===== config.mk =====
export PLATFORM = sky130hd
export DESIGN_NAME = texture_scheduler
export DESIGN_NICKNAME = d
export VERILOG_FILES = /design/src/rtl/texture_scheduler.sv
export SDC_FILE = /design/constraint.sdc
export NUM_CORES = 1
export LEC_CHECK = 0
export ABC_AREA = 0
export CAP_MARGIN = 20
export CORE_MARGIN = 1
export CORE_UTILIZATION = 59
export CTS_CLUSTER_DIAMETER = 30
export DETAILED_ROUTE_END_ITERATION = 10
export GPL_ROUTABILITY_DRIVEN = 0
export HOLD_SLACK_MARGIN = 0.05
export PLACE_DENSITY_LB_ADDON = 0.08
export SLEW_MARGIN = 20
export SYNTH_ARGS = -nofsm -noshare
export SYNTH_HDL_FRONTEND = slang
export SYNTH_SLANG_ARGS = --single-unit

===== constraint.sdc =====
create_clock -name clk -period 4.4 [get_ports clk]
set_clock_uncertainty 0.2 [all_clocks]
set_input_delay 1.1 -clock clk [delete_from_list [all_inputs] [get_ports clk]]
set_output_delay 1.1 -clock clk [all_outputs]
set_load 0.005 [all_outputs]

===== src/rtl/texture_scheduler.sv =====
// Picks the texture index fed to the POV mapper. Index changes land only on a
// revolution boundary, or right away once the rotor is considered stopped.
module texture_scheduler #(
  parameter int NUM_TEXTURES = 3,
  parameter int IDX_BITS     = 4,
  parameter int REV_BITS     = 8,
  parameter int STALL_CYCLES = 100000000
) (
  input  logic                clk,
  input  logic                reset,
  input  logic                rev_pulse,
  input  logic                cfg_we,
  input  logic [IDX_BITS-1:0] cfg_idx,
  input  logic                cfg_auto,
  input  logic [REV_BITS-1:0] cfg_revs,
  output logic [IDX_BITS-1:0] texture_idx,
  output logic                pending,
  output logic                swap_pulse,
  output logic                cfg_err,
  output logic                stalled
);

  localparam int STALL_W = $clog2(STALL_CYCLES + 1);
  localparam logic [STALL_W-1:0]  STALL_MAX = STALL_W'(STALL_CYCLES);
  localparam logic [IDX_BITS-1:0] LAST_IDX  = IDX_BITS'(NUM_TEXTURES - 1);

  localparam logic [1:0] S_MANUAL = 2'd0;
  localparam logic [1:0] S_ARMED  = 2'd1;
  localparam logic [1:0] S_AUTO   = 2'd2;

  logic [1:0]          state_q, state_d;
  logic [IDX_BITS-1:0] tex_q, tex_d;
  logic [IDX_BITS-1:0] pend_idx_q, pend_idx_d;
  logic                pending_q, pending_d;
  logic                swap_q, swap_d;
  logic                err_q, err_d;
  logic                stalled_q, stalled_d;
  logic [REV_BITS-1:0] rev_cnt_q, rev_cnt_d;
  logic [REV_BITS-1:0] revs_q, revs_d;
  logic [STALL_W-1:0]  stall_cnt_q, stall_cnt_d;

  logic [IDX_BITS-1:0] tex_next;
  assign tex_next = (tex_q >= LAST_IDX) ? '0 : tex_q + IDX_BITS'(1);

  always_comb begin
    stall_cnt_d = stall_cnt_q;
    if (rev_pulse)
      stall_cnt_d = '0;
    else if (stall_cnt_q != STALL_MAX)
      stall_cnt_d = stall_cnt_q + STALL_W'(1);
    stalled_d = !rev_pulse && (stall_cnt_d == STALL_MAX);
  end

  always_comb begin
    state_d    = state_q;
    tex_d      = tex_q;
    pend_idx_d = pend_idx_q;
    pending_d  = pending_q;
    rev_cnt_d  = rev_cnt_q;
    revs_d     = revs_q;
    swap_d     = 1'b0;
    err_d      = 1'b0;

    // Boundary first, using the pre-write state; a same-cycle write lands on top.
    case (state_q)
      S_ARMED: begin
        if (rev_pulse || stalled_q) begin
          tex_d     = pend_idx_q;
          swap_d    = 1'b1;
          pending_d = 1'b0;
          state_d   = S_MANUAL;
        end
      end
      S_AUTO: begin
        if (rev_pulse && !stalled_q) begin
          if (rev_cnt_q == revs_q - REV_BITS'(1)) begin
            rev_cnt_d = '0;
            tex_d     = tex_next;
            swap_d    = 1'b1;
          end else begin
            rev_cnt_d = rev_cnt_q + REV_BITS'(1);
          end
        end
      end
      default: ;
    endcase

    if (cfg_we) begin
      if (cfg_auto) begin
        revs_d    = (cfg_revs == '0) ? REV_BITS'(1) : cfg_revs;
        rev_cnt_d = '0;
        pending_d = 1'b0;
        state_d   = S_AUTO;
      end else if (cfg_idx > LAST_IDX) begin
        err_d = 1'b1;
      end else if (cfg_idx == tex_d) begin
        pending_d = 1'b0;
        state_d   = S_MANUAL;
      end else begin
        pend_idx_d = cfg_idx;
        pending_d  = 1'b1;
        state_d    = S_ARMED;
      end
    end
  end

  always_ff @(posedge clk or posedge reset) begin
    if (reset) begin
      state_q     <= S_MANUAL;
      tex_q       <= '0;
      pend_idx_q  <= '0;
      pending_q   <= 1'b0;
      swap_q      <= 1'b0;
      err_q       <= 1'b0;
      stalled_q   <= 1'b0;
      rev_cnt_q   <= '0;
      revs_q      <= REV_BITS'(1);
      stall_cnt_q <= '0;
    end else begin
      state_q     <= state_d;
      tex_q       <= tex_d;
      pend_idx_q  <= pend_idx_d;
      pending_q   <= pending_d;
      swap_q      <= swap_d;
      err_q       <= err_d;
      stalled_q   <= stalled_d;
      rev_cnt_q   <= rev_cnt_d;
      revs_q      <= revs_d;
      stall_cnt_q <= stall_cnt_d;
    end
  end

  assign texture_idx = tex_q;
  assign pending     = pending_q;
  assign swap_pulse  = swap_q;
  assign cfg_err     = err_q;
  assign stalled     = stalled_q;

endmodule

== Yosys cells after proc, flatten, opt, wreduce, memory -nomap -nowiden ==
Cells that the tools add are included.
W data, S select, Z words.

* $add $sub $neg: 4
* Magnitude comparators: 2
* Equality and inequality tests: 6
* Multiplexer cells: 32
* Bitwise logic cells: 3
* Reduce and logical (&&, ||, !) cells: 8

{| class="wikitable"
|+ Operators with widths
! kind !! count
|-
| $mux W27 || 2
|-
| $mux W8 || 6
|-
| $add A27 B1 Y27 const B || 1
|-
| $eq A27 B27 Y1 const B || 1
|-
| $ne A27 B27 Y1 const B || 1
|-
| $mux W4 || 4
|-
| $mux W1 || 13
|-
| $mux W2 || 5
|-
| $add A8 B1 Y8 const B || 1
|-
| $eq A8 B8 Y1 || 1
|-
| $logic_not A8 Y1 || 1
|-
| $pmux W4 S2 || 1
|-
| $sub A8 B1 Y8 const B || 1
|-
| $add A4 B1 Y4 const B || 1
|-
| $eq A4 B4 Y1 || 1
|-
| $ge A4 B2 Y1 const B || 1
|-
| $gt A4 B2 Y1 const B || 1
|-
| $reduce_and A4 Y1 || 1
|-
| $not A1 Y1 || 3
|-
| $eq A2 B1 Y1 const B || 1
|-
| $eq A2 B2 Y1 const B || 1
|-
| $logic_and A1 B1 Y1 || 2
|-
| $logic_not A1 Y1 || 2
|-
| $pmux W1 S2 || 1
|-
| 2 further kinds || 2
|}

* Register bits: 57
* Input bits: 17
* Output and inout port bits: 8
* Word-level logic and storage cells: 65

== Depth between registers and ports, before layout ==
Gate-level depths: netlist (run 1).

* Depth in word-level cells: 10
* Depth in mapped cells: 11
* Gate-level depth less buffers: 11

== Least setup slack after synthesis (run 1) ==
Ideal clock, no wire load.

* Path kind: register to register
* From: register revs_q[0]
* To: register pending_q, in the netlist pending
* Setup time: 0.135 ns
* Arrival: 2.786 ns
* Required time: 4.065 ns
* Slack: 1.279 ns
* Stages on the path, launching flop included: 12
* Path buffers: 0
* Clock period less this slack: 3.121 ns
* Cells stage by stage: dfstp_2 -> inv_1 -> ha_1 -> nor3b_1 -> a21oi_1 -> o2111ai_1 -> a211o_1 -> o211a_1 -> or4_4 -> a211oi_4 -> o21a_4 -> o21ai_0

* Word-level cells in the longest chain between the ends: 10

{| class="wikitable"
|+ Ends and longest elaborated chain
! element !! line !! source
|-
| from (decl) || 39 || <nowiki>logic [REV_BITS-1:0] revs_q, revs_d;</nowiki>
|-
| from (signal assigned) || 128 || <nowiki>revs_q <= revs_d;</nowiki>
|-
| $sub A8 B1 Y8 || 76 || <nowiki>if (rev_cnt_q == revs_q - REV_BITS'(1)) begin</nowiki>
|-
| $eq A8 B8 Y1 || 76 ||
|-
| $mux W4 || 76 ||
|-
| $mux W4 || 75 || <nowiki>if (rev_pulse && !stalled_q) begin</nowiki>
|-
| $pmux W4 S2 || 65 || <nowiki>case (state_q)</nowiki>
|-
| $eq A4 B4 Y1 || 96 || <nowiki>end else if (cfg_idx == tex_d) begin</nowiki>
|-
| $mux W1 || 96 ||
|-
| $mux W1 || 94 || <nowiki>end else if (cfg_idx > LAST_IDX) begin</nowiki>
|-
| $mux W1 || 89 || <nowiki>if (cfg_auto) begin</nowiki>
|-
| $mux W1 || 88 || <nowiki>if (cfg_we) begin</nowiki>
|-
| net pending_d || 34 || <nowiki>logic pending_q, pending_d;</nowiki>
|-
| to (signal assigned) || 123 || <nowiki>pending_q <= pending_d;</nowiki>
|-
| to (decl) || 34 ||
|}

The timed path passes the listed nets, and every way through them passes these cells.
A chain may end at the register's enable or synchronous reset.

== Final worst setup path (run 1) ==
* From: input rev_pulse
* To: register pend_idx_q[0]

* Word-level cells in the longest chain between the ends: 6
* Elaborated cells on any way between the ends: 8
* Classes of those cells: 1 x eq/ne; 3 x mux; 1 x bitwise; 3 x reduce/logical

{| class="wikitable"
|+ Ends and longest elaborated chain
! element !! line !! source
|-
| from (decl) || 11 || <nowiki>input logic rev_pulse,</nowiki>
|-
| $logic_and A1 B1 Y1 or $logic_or A1 B1 Y1 (tied branches) || 75, 67 ||
|-
| $mux W4, on equally long branches || 75, 67 ||
|-
| $pmux W4 S2 (*) || 65 ||
|-
| $eq A4 B4 Y1 (*) || 96 ||
|-
| $not A1 Y1 (no source line) (*) || -- ||
|-
| $reduce_and A4 Y1 (no source line) (*) || -- ||
|-
| to (signal assigned) || 122 || <nowiki>pend_idx_q <= pend_idx_d;</nowiki>
|-
| to (decl) || 33 || <nowiki>logic [IDX_BITS-1:0] pend_idx_q, pend_idx_d;</nowiki>
|}

Mark *: on every way between the ends. The rest lies on a longest branch, timed or not.

==> results of run 1 <==
-- worst max-delay path: cells and delay by family --
kind | cells | cell delay [ps]
buffers and inverters | 3 | 910
AOI/OAI and AO/OA | 7 | 1070
and+or+nand+nor | 1 | 380
-- flip-flops by register name, indices dropped and copies added, names as in the netlist --
register / flops
stall_cnt_q: 27
stalled: 1
cfg_err: 1
state_q: 2
swap_pulse: 1
pending: 1
texture_idx: 4
rev_cnt_q: 8
pend_idx_q: 4
revs_q: 8
-- worst paths after layout --
check                      slack, ps             end          start
max                              940   pend_idx_q[0]      rev_pulse
min                              290   pend_idx_q[2]  pend_idx_q[2]
max reg2reg                      960         pending      revs_q[1]
min reg2reg                      290   pend_idx_q[2]  pend_idx_q[2]
max in group asynchronous       2270       revs_q[0]          reset
min in group asynchronous        860  stall_cnt_q[6]          reset
-- layer usage --
metal	track usage [%]	share of wire (%)	vias up	routed length, um
met2	44.9	49	61	3660
met3	3.76	2.7	16	204
met5	0	0	-	0
met4	14.2	2.2	0	162
li1	-	-	1376	-
met1	35.2	46	1322	3400
-- power groups by stage --
| stage | combinational (mW) | sequential [mW] | clock (mW) |
|---|---|---|---|
| after floorplan | 0.171 | 0.601 | 0 |
| after global placement | 0.227 | 0.615 | 0 |
| after detailed placement | 0.234 | 0.616 | 0 |
| after CTS | 0.235 | 0.607 | 0.488 |
| after global routing | 0.264 | 0.614 | 0.513 |
| final | 0.235 | 0.608 | 0.482 |
-- cells in the mapped netlist (all sizes together), types with 2 or more instances --
| cell type | n | area share [%] |
|---|---|---|
| or4 | 6 | 1.6 |
| mux2 | 9 | 3.0 |
| nor4 | 6 | 1.1 |
| a31oi | 3 | 0.55 |
| xnor2 | 16 | 4.1 |
| nor3 | 8 | 1.2 |
| ha | 8 | 3.0 |
| dfrtp | 56 | 41 |
| nand2b | 5 | 0.92 |
| nor4b | 3 | 0.78 |
| a21oi | 15 | 2.2 |
| clkbuf | 11 | 1.2 |
| o31ai | 3 | 0.67 |
| inv | 17 | 1.9 |
| nand2 | 28 | 3.1 |
| o21ai | 15 | 2.2 |
| and3 | 7 | 1.3 |
| a211oi | 4 | 1.3 |
| o21a | 5 | 1.3 |
| xor2 | 22 | 5.7 |
| o221ai | 3 | 0.78 |
| and2 | 3 | 0.55 |
| nand4 | 8 | 1.5 |
| or3 | 4 | 0.78 |
| nand3b | 4 | 0.89 |
| nor2 | 51 | 5.7 |
| nand3 | 23 | 3.4 |
| buf | 2 | 0.48 |
| nor3b | 5 | 1.1 |
| nor2b | 5 | 0.92 |
| and4b | 2 | 0.59 |
-- cell families (layout without fill, tap and decap cells) --
group,Yosys count,in the layout,share of synthesized area (%)
compound gates,60,60,12.2
xor+xnor,38,38,9.84
fa+ha+maj,8,8,2.96
buf+inv,30,61,3.59
flops,57,57,42.2
mux,10,10,3.29
simple gates,170,170,25.9
-- final cells by class --
cell class / instances / area [sq um] / area share, %
Clock buffer: 13 / 149 / 3.84
Tap cell: 72 / 90.1 / 2.33
Clock inverter: 3 / 40.0 / 1.03
Timing Repair Buffer: 28 / 270 / 6.98
Inverter: 17 / 63.8 / 1.65
Sequential cell: 57 / 1430 / 36.9
Multi-Input combinational cell: 286 / 1830 / 47.3
==> flow_summary.ini, run 1 <==
[run_status]
status = completed

[timing]
finalHoldViolCount = 0
finalSetupTns_ps = 0
setup_violations = 0
holdWs_ps = 291
slew_violations = 0
period_minus_slack_ps = 3460
rsz0062_at_grt = no
fmax_mhz = 289
worstMarginPinSlew_ps = 844
finalCritPeriodShare_pct = 78.7
final.setup.worst_slack_ps = 937
maxSlewHeadroom_pct = 43.2

[hold_path]
holdPathStages = 1
hold_path.class = flip-flop to flip-flop

[setup_path]
critical_path.cell_chain = clkdlybuf4s50_1 > buf_4 > o21ai_0 > buf_4 > o32ai_1 > a21oi_1 > o21ai_0 > nor3b_1 > a211oi_4 > o221ai_1 > o31ai_1
ff2ff_path_depth = 11
critical_path.endpoint_type = flip-flop
worstPathRequired_ps = 4420
critPathSlowestCell = clkdlybuf4s50_1
path_class = input port to flip-flop
cp_max_fo = 16
startpoint_type = input port
worstPathArrival_ps = 3480
slowest_delay_ps = 520

[die]
start_util_pct = 61.4
die_x_um = 77.7
chipHeight_um = 77.7
dieArea_sq_um = 6040
coreArea_sq_um = 5510
ios = 25
row_count = 27

[global_routing]
track_usage_pct = 27.3
grt_pass1_wl_um = 12700
first_global_vias = 2666
grt_max_degree = 42
overflow = 0
grt_antenna_before_repair = 0

[synth]
synth_enable_flop_cells = 0
synthCells = 373
syn_avg_cell_area_sq_um = 9.07
ys_ff_latch = 57
dominantRegCellSynth = dfrtp_1
synth-seq-area-share_pct = 42.2
yosysUniqueCellTypes = 54
yosysWarningCount = 0
async_reset_ff_share_pct = 100
synthesis.nets = 398
synth_area_sq_um = 3380

[power]
p_comb_share_pct = 17.7
swShare_pct = 28.2
finalPower_mw = 1.33
internal-power_uw = 951
clkPwrFrac_pct = 36.4
power_switching_uw = 374
p_per_area_nw_per_um2 = 342
p_seq_share_pct = 45.9
vdd_drop_max_v = 0.000236
power.leakage_nw = 1.64

[route]
vias_per_cell = 5.83
wl_per_cell_um = 15.6
drt.antenna.violating_nets = 0
drt-total-wl_um = 7430
drcViolationCount = 0
dr.pass1.iters = 4
num_vias = 2775
dr.first_iter.drc_count = 169

[clock_network]
clk_path_buf_depth = 2
post_cts.repair.setup_buffers = 0
clock_latency_ps = 340
h-tree-depth = 3
cts_resized = 0
cts_buffers = 9
root_buffer = clkbuf_8
clock_sinks = 57
cts_tree = done
clk_pin_slew_worst_paths_ps = 70
hold_buffers = 0

[layout]
fin_nets = 424
drive_gt1_share_pct = 8.91
num-fill-cells = 429
fin_util_pct = 70.3
final_cell_mix = dfrtp_1, nor2_1, nand2_1
fin_area_sq_um = 3870
final_cells = 476
final_common_cell = dfrtp_1
area_growth_pct = 14.5
n_antenna_cell = 0

[flow_run]
cap_violations = 0

[place]
dp.cells = 460
dp_hpwl_um = 5320
io_buffers = 24
placedInstanceArea_sq_um = 3680
preCtsSetupSlack_ps = 601
Note: power is estimated with default switching activity, not from simulation.
==> inputs of run 2 (changes only) <==
--- a/config.mk
+++ b/config.mk
@@ -8,7 +8,7 @@
 export ABC_AREA = 0
 export CAP_MARGIN = 20
 export CORE_MARGIN = 1
-export CORE_UTILIZATION = 59
+export CORE_UTILIZATION = 53
 export CTS_CLUSTER_DIAMETER = 30
 export DETAILED_ROUTE_END_ITERATION = 10
 export GPL_ROUTABILITY_DRIVEN = 0
==> constraint.sdc (replaced) <==
create_clock -name clk -period 2.8 [get_ports clk]
set_clock_uncertainty 0.2 [all_clocks]
set_input_delay 0.7 -clock clk [delete_from_list [all_inputs] [get_ports clk]]
set_output_delay 0.7 -clock clk [all_outputs]
set_load 0.005 [all_outputs]
==> run 2 against run 1 <==
Effect of this change:
- the run now ends with setup timing left
- non-clock buffer count is 56 higher
- sequential power is 55% higher
- clock power is 74% higher
- clock-buffer cell count is 3 lower
- core utilization is 4.7 points higher
- final cell count is 12% higher
- via count is 9.7% higher
- combinational power grew to 2.5 times the previous value
- worst hold slack better by 21 ps
- power is 80% higher
- first-iteration DRC count is 1.2% lower
- register-to-register slack worse by 1400 ps
==> flow_summary.ini, run 2 (same netlist as run 1, synthesis figures left out) <==
[layout]
final_cell_mix = dfrtp_1, buf_4, nor2_1
drive_gt1_share_pct = 26.1
largest_reg_flops = 27
regMostFlops = stall_cnt_q
final_cells = 535
fin_nets = 480
largestRegisters = stall_cnt_q x27, rev_cnt_q x8, revs_q x8
n_antenna_cell = 0
area_growth_pct = 33.7

[power]
power_switching_uw = 698
p_comb_share_pct = 25.0
clkPwrFrac_pct = 35.3
p_seq_share_pct = 39.7
p_per_area_nw_per_um2 = 527
vdd_drop_max_v = 0.000378
swShare_pct = 29.3
internal-power_mw = 1.68
power.leakage_nw = 1.97
finalPower_mw = 2.38

[die]
die_x_um = 81.9
coreArea_sq_um = 6030
ios = 25
dieArea_sq_um = 6700
start_util_pct = 56.1
chipHeight_um = 81.9
row_count = 28

[global_routing]
grt_antenna_before_repair = 0
overflow = 0
first_global_vias = 2937
track_usage_pct = 26.2
grt_max_degree = 23
grt_pass1_wl_um = 13100

[timing]
fmax_mhz = 305
maxSlewHeadroom_pct = 63.7
period_minus_slack_ps = 3280
finalHoldViolCount = 0
setup_violations = 7
finalCritPeriodShare_pct = 117
rsz0062_at_grt = yes
final.setup.worst_slack_ps = -478
worstMarginPinSlew_ps = 544
slew_violations = 0

[route]
dr.pass1.iters = 4
dr.first_iter.drc_count = 167
drt.antenna.violating_nets = 0
wl_per_cell_um = 16.4
num_vias = 3044
drcViolationCount = 0
vias_per_cell = 5.69
drt-total-wl_um = 8760

[setup_path]
crit_family = simple AND/OR/NAND/NOR gates
critical_path.cell_chain = inv_2 > ha_4 > nor3b_4 > and3_4 > o2111ai_4 > a211o_1 > buf_6 > nor4_4 > buf_4 > or4_4 > a211oi_4 > buf_4 > o221ai_2 > o31ai_2
startpoint_type = flip-flop
cp_max_fo = 3
worst-path-buf-inv = 4
worstPathArrival_ps = 3320
worstPathRequired_ps = 2840
crit_top_cell = buf_4
r2r_setup_slack_ps = -480
critPathSlowestCell = dfstp_2
path_class = flip-flop to flip-flop
slowest_delay_ps = 560
critical_path.endpoint_type = flip-flop

[clock_network]
cts_tree = done
hold_buffers = 0
clock_sinks = 57
cts_buffers = 9
root_buffer = clkbuf_8
clk_path_buf_depth = 2
h-tree-depth = 3
clk_pin_slew_worst_paths_ps = 70
clock_latency_ps = 330

[place]
dp.cells = 513
io_buffers = 24
dp_hpwl_um = 6040

[run_status]
violations = setup timing
status = finished, violations left

[hold_path]
hold_path.class = flip-flop to flip-flop

[flow_run]
cap_violations = 0
## run 2: worst reg2reg max path, stage by stage (launching register included)
cell	delay, ps
dfstp_2	560
inv_2	50
ha_4	150
nor3b_4	150
and3_4	160
o2111ai_4	210
a211o_1	190
buf_6	120
nor4_4	50
buf_4	160
or4_4	540
a211oi_4	310
buf_4	170
o221ai_2	90
o31ai_2	70
## run 2: what timing repair did
action | in CTS | in global routing
gates resized for setup | 7 | 28
setup buffers | 1 | 5
pin swaps | 6 | 12
setup endpoints to repair | 8 | 13
## run 2: layout make-up
| cell class | count | area, sq um |
|---|---|---|
| tap | 75 | 93.8 |
| clock inverter | 6 | 82.6 |
| multi-input combinational | 286 | 2010 |
| inverter | 17 | 63.8 |
| clock buffer | 10 | 128 |
| sequential | 57 | 1430 |
| fill | 420 | 1500 |
| timing repair buffer | 84 | 721 |
## run 2: path summary, 6_finish.rpt
| kind | start | endpoint | depth (start not counted) |
|---|---|---|---|
| worst max register to register | revs_q[0] | pend_idx_q[0] | 14 |
| worst min register to register | pend_idx_q[3] | pend_idx_q[3] | 1 |
| min in group asynchronous | reset | stall_cnt_q[5] | 2 |
| worst min-delay path | pend_idx_q[3] | pend_idx_q[3] | 1 |
| worst max-delay path | revs_q[0] | pend_idx_q[0] | 14 |
| max in group asynchronous | reset | rev_cnt_q[0] | 3 |
## run 2: power groups by stage
stage          combinational, mW  clock [mW]  sequential (mW)
2_1_floorplan              0.275           0            0.947
3_3_place_gp               0.491           0            0.948
3_5_place_dp               0.502           0            0.951
4_1_cts                    0.517       0.859            0.936
5_1_grt                    0.649       0.887            0.953
6_report                   0.596       0.840            0.945
## run 2: metrics by stage
step	cell area (sq um)	setup TNS, ps	util (%)	hold WS, ps	setup WS, ps
2_1_floorplan	3410	-1730	-	253	-299
3_3_place_gp	4100	-3220	68.0	287	-479
3_5_place_dp	4100	-3590	68.0	303	-537
4_1_cts	4340	-2290	72.1	319	-404
5_1_grt	4520	-3600	75.1	342	-562
6_report	4520	-2810	75.1	312	-478
## run 2: layer usage
layer	vias up	share of wire, %	track usage, %
met4	0	1.9	10.7
met2	86	50	44.4
met1	1457	44	31.9
li1	1483	-	-
met3	18	4.5	6.22
met5	-	0	0
==> inputs of run 3 (changes only) <==
--- a/config.mk
+++ b/config.mk
@@ -7,6 +7,7 @@
 export LEC_CHECK = 0
 export ABC_AREA = 0
 export CAP_MARGIN = 20
+export CORE_ASPECT_RATIO = 1.25
 export CORE_MARGIN = 1
 export CORE_UTILIZATION = 53
 export CTS_CLUSTER_DIAMETER = 30
==> run 3 against run 2 <==
Effect of this change:
- the run still ends with setup timing left
- largest power group unchanged
- register-to-register slack improved by 130 ps
- core utilization decreased by 4.6 points
- power decreased by 12%
- die area about the same
- clock power decreased by 24%
- sequential share of layout area increased by 1.3 points
- combinational power decreased by 13%
- global-route usage decreased by 0.34 points
- critical path depth decreased by 5
- clock-buffer cell count increased by 2
- cell area decreased by 4.0%
- non-clock buffer count decreased by 8
==> flow_summary.ini, run 3 (same netlist as run 1, synthesis figures left out) <==
[setup_path]
r2r-start = revs_q[1]
cp_max_fo = 6
worstPathArrival_ps = 3170
worstPathRequired_ps = 2830
critical_path.endpoint_type = flip-flop
ff2ff_path_depth = 9
startpoint_type = flip-flop
r2r_end = pend_idx_q[1]
path_class = flip-flop to flip-flop
r2r_setup_slack_ps = -340

[run_status]
status = finished, violations left
violations = setup timing

[layout]
area_growth_pct = 28.4
largestRegisters = stall_cnt_q x27, rev_cnt_q x8, revs_q x8
drive_gt1_share_pct = 23.2
fin_util_pct = 70.4
fin_area_sq_um = 4340
final_cell_mix = dfrtp_1, buf_4, nor2_1
n_antenna_cell = 0
largest_reg_flops = 27
fin_nets = 472
final_common_cell = dfrtp_1
regMostFlops = stall_cnt_q

[global_routing]
grt_antenna_before_repair = 0
grt_max_degree = 43
first_global_vias = 2988
track_usage_pct = 25.9
overflow = 0
grt_pass1_wl_um = 13300

[timing]
finalCritPeriodShare_pct = 112
finalSetupTns_ps = -2030
rsz0062_at_grt = yes
maxSlewHeadroom_pct = 64.6
fmax_mhz = 318
slew_violations = 0
finalHoldViolCount = 0
setup_violations = 6
final.setup.worst_slack_ps = -343
worstMarginPinSlew_ps = 530
period_minus_slack_ps = 3140

[route]
dr.first_iter.drc_count = 158
wl_per_cell_um = 15.0
wl_met3_um = 211
vias_per_cell = 5.51
dr.pass1.iters = 4
drt.antenna.violating_nets = 0
drt-total-wl_um = 8060
wl_met2_um = 4260
drcViolationCount = 0
num_vias = 2957
highest_layer = met4
met1_length_um = 3430

[die]
die_x_um = 73.5
dieArea_sq_um = 6710
start_util_pct = 54.8
chipHeight_um = 91.3
coreArea_sq_um = 6170
ios = 25
row_count = 32

[place]
placedInstanceArea_sq_um = 4060
io_buffers = 24
dp_hpwl_um = 5690

[clock_network]
cts_tree = done
clk_pin_slew_worst_paths_ps = 70
h-tree-depth = 3
hold_buffers = 0
clock_latency_ps = 350
clock_sinks = 57
root_buffer = clkbuf_8
cts_buffers = 9
clk_path_buf_depth = 2

[hold_path]
worstHoldEndpoint = pend_idx_q[2]
holdPathStages = 1
min_from = pend_idx_q[2]
hold_path.class = flip-flop to flip-flop

[power]
finalPower_mw = 2.10
p_per_area_nw_per_um2 = 483
vdd_drop_max_v = 0.000330
power.leakage_nw = 1.90

[flow_run]
cap_violations = 0
-- run 3: area by class of cell --
type | count | area [sq um]
multi-input combinational | 286 | 1950
timing repair buffer | 76 | 643
tap | 85 | 106
clock inverter | 4 | 20.0
sequential | 57 | 1430
clock buffer | 12 | 135
fill | 533 | 1820
inverter | 17 | 63.8
-- run 3: power breakdown --
group | switching, mW | total [mW] | internal [mW]
combinational | 0.244 | 0.519 | 0.274
clock | 0.327 | 0.642 | 0.315
sequential | 0.0574 | 0.937 | 0.880
total | 0.629 | 2.10 | 1.47
-- run 3: repair_timing --
action	in CTS	in global routing
gates resized for setup	8	14
setup buffers	3	2
gates cloned	0	0
endpoints found under the setup margin	13	14
pin swaps	11	7
-- run 3: worst max-delay path by stage --
| stage | startpoint | to | cells after the start |
|---|---|---|---|
| after global placement | rev_pulse | pend_idx_q[3] | 9 |
| final | revs_q[1] | pend_idx_q[1] | 9 |
| after floorplan | revs_q[0] | pend_idx_q[0] | 11 |
| after detailed placement | rev_pulse | pend_idx_q[0] | 9 |
| after global routing | revs_q[0] | pend_idx_q[1] | 11 |
| after CTS | revs_q[1] | pend_idx_q[1] | 9 |
-- run 3: metal layers --
metal | track usage (%) | up-vias
li1 | - | 1463
met1 | 31.3 | 1423
met2 | 45.0 | 57
met3 | 3.33 | 14
met4 | 11.4 | 0
met5 | 0 | -
-- run 3: critical path, cell delays in order (launching register included) --
cell      delay, ps
dfrtp_1         390
or4_4           570
nor2_4          100
and4b_1         170
and3b_2         230
o211a_1         240
or4_4           540
a211oi_4        300
o21a_4          210
o31ai_1          70
-- run 3: through the flow --
step / hold slack (ps) / setup WS (ps) / std cells
final: 305 / -343 / 537
after floorplan: 253 / -299 / 373
after CTS: 307 / -373 / 535
after global routing: 336 / -471 / 537
after detailed placement: 294 / -689 / 516
after global placement: 273 / -594 / 516
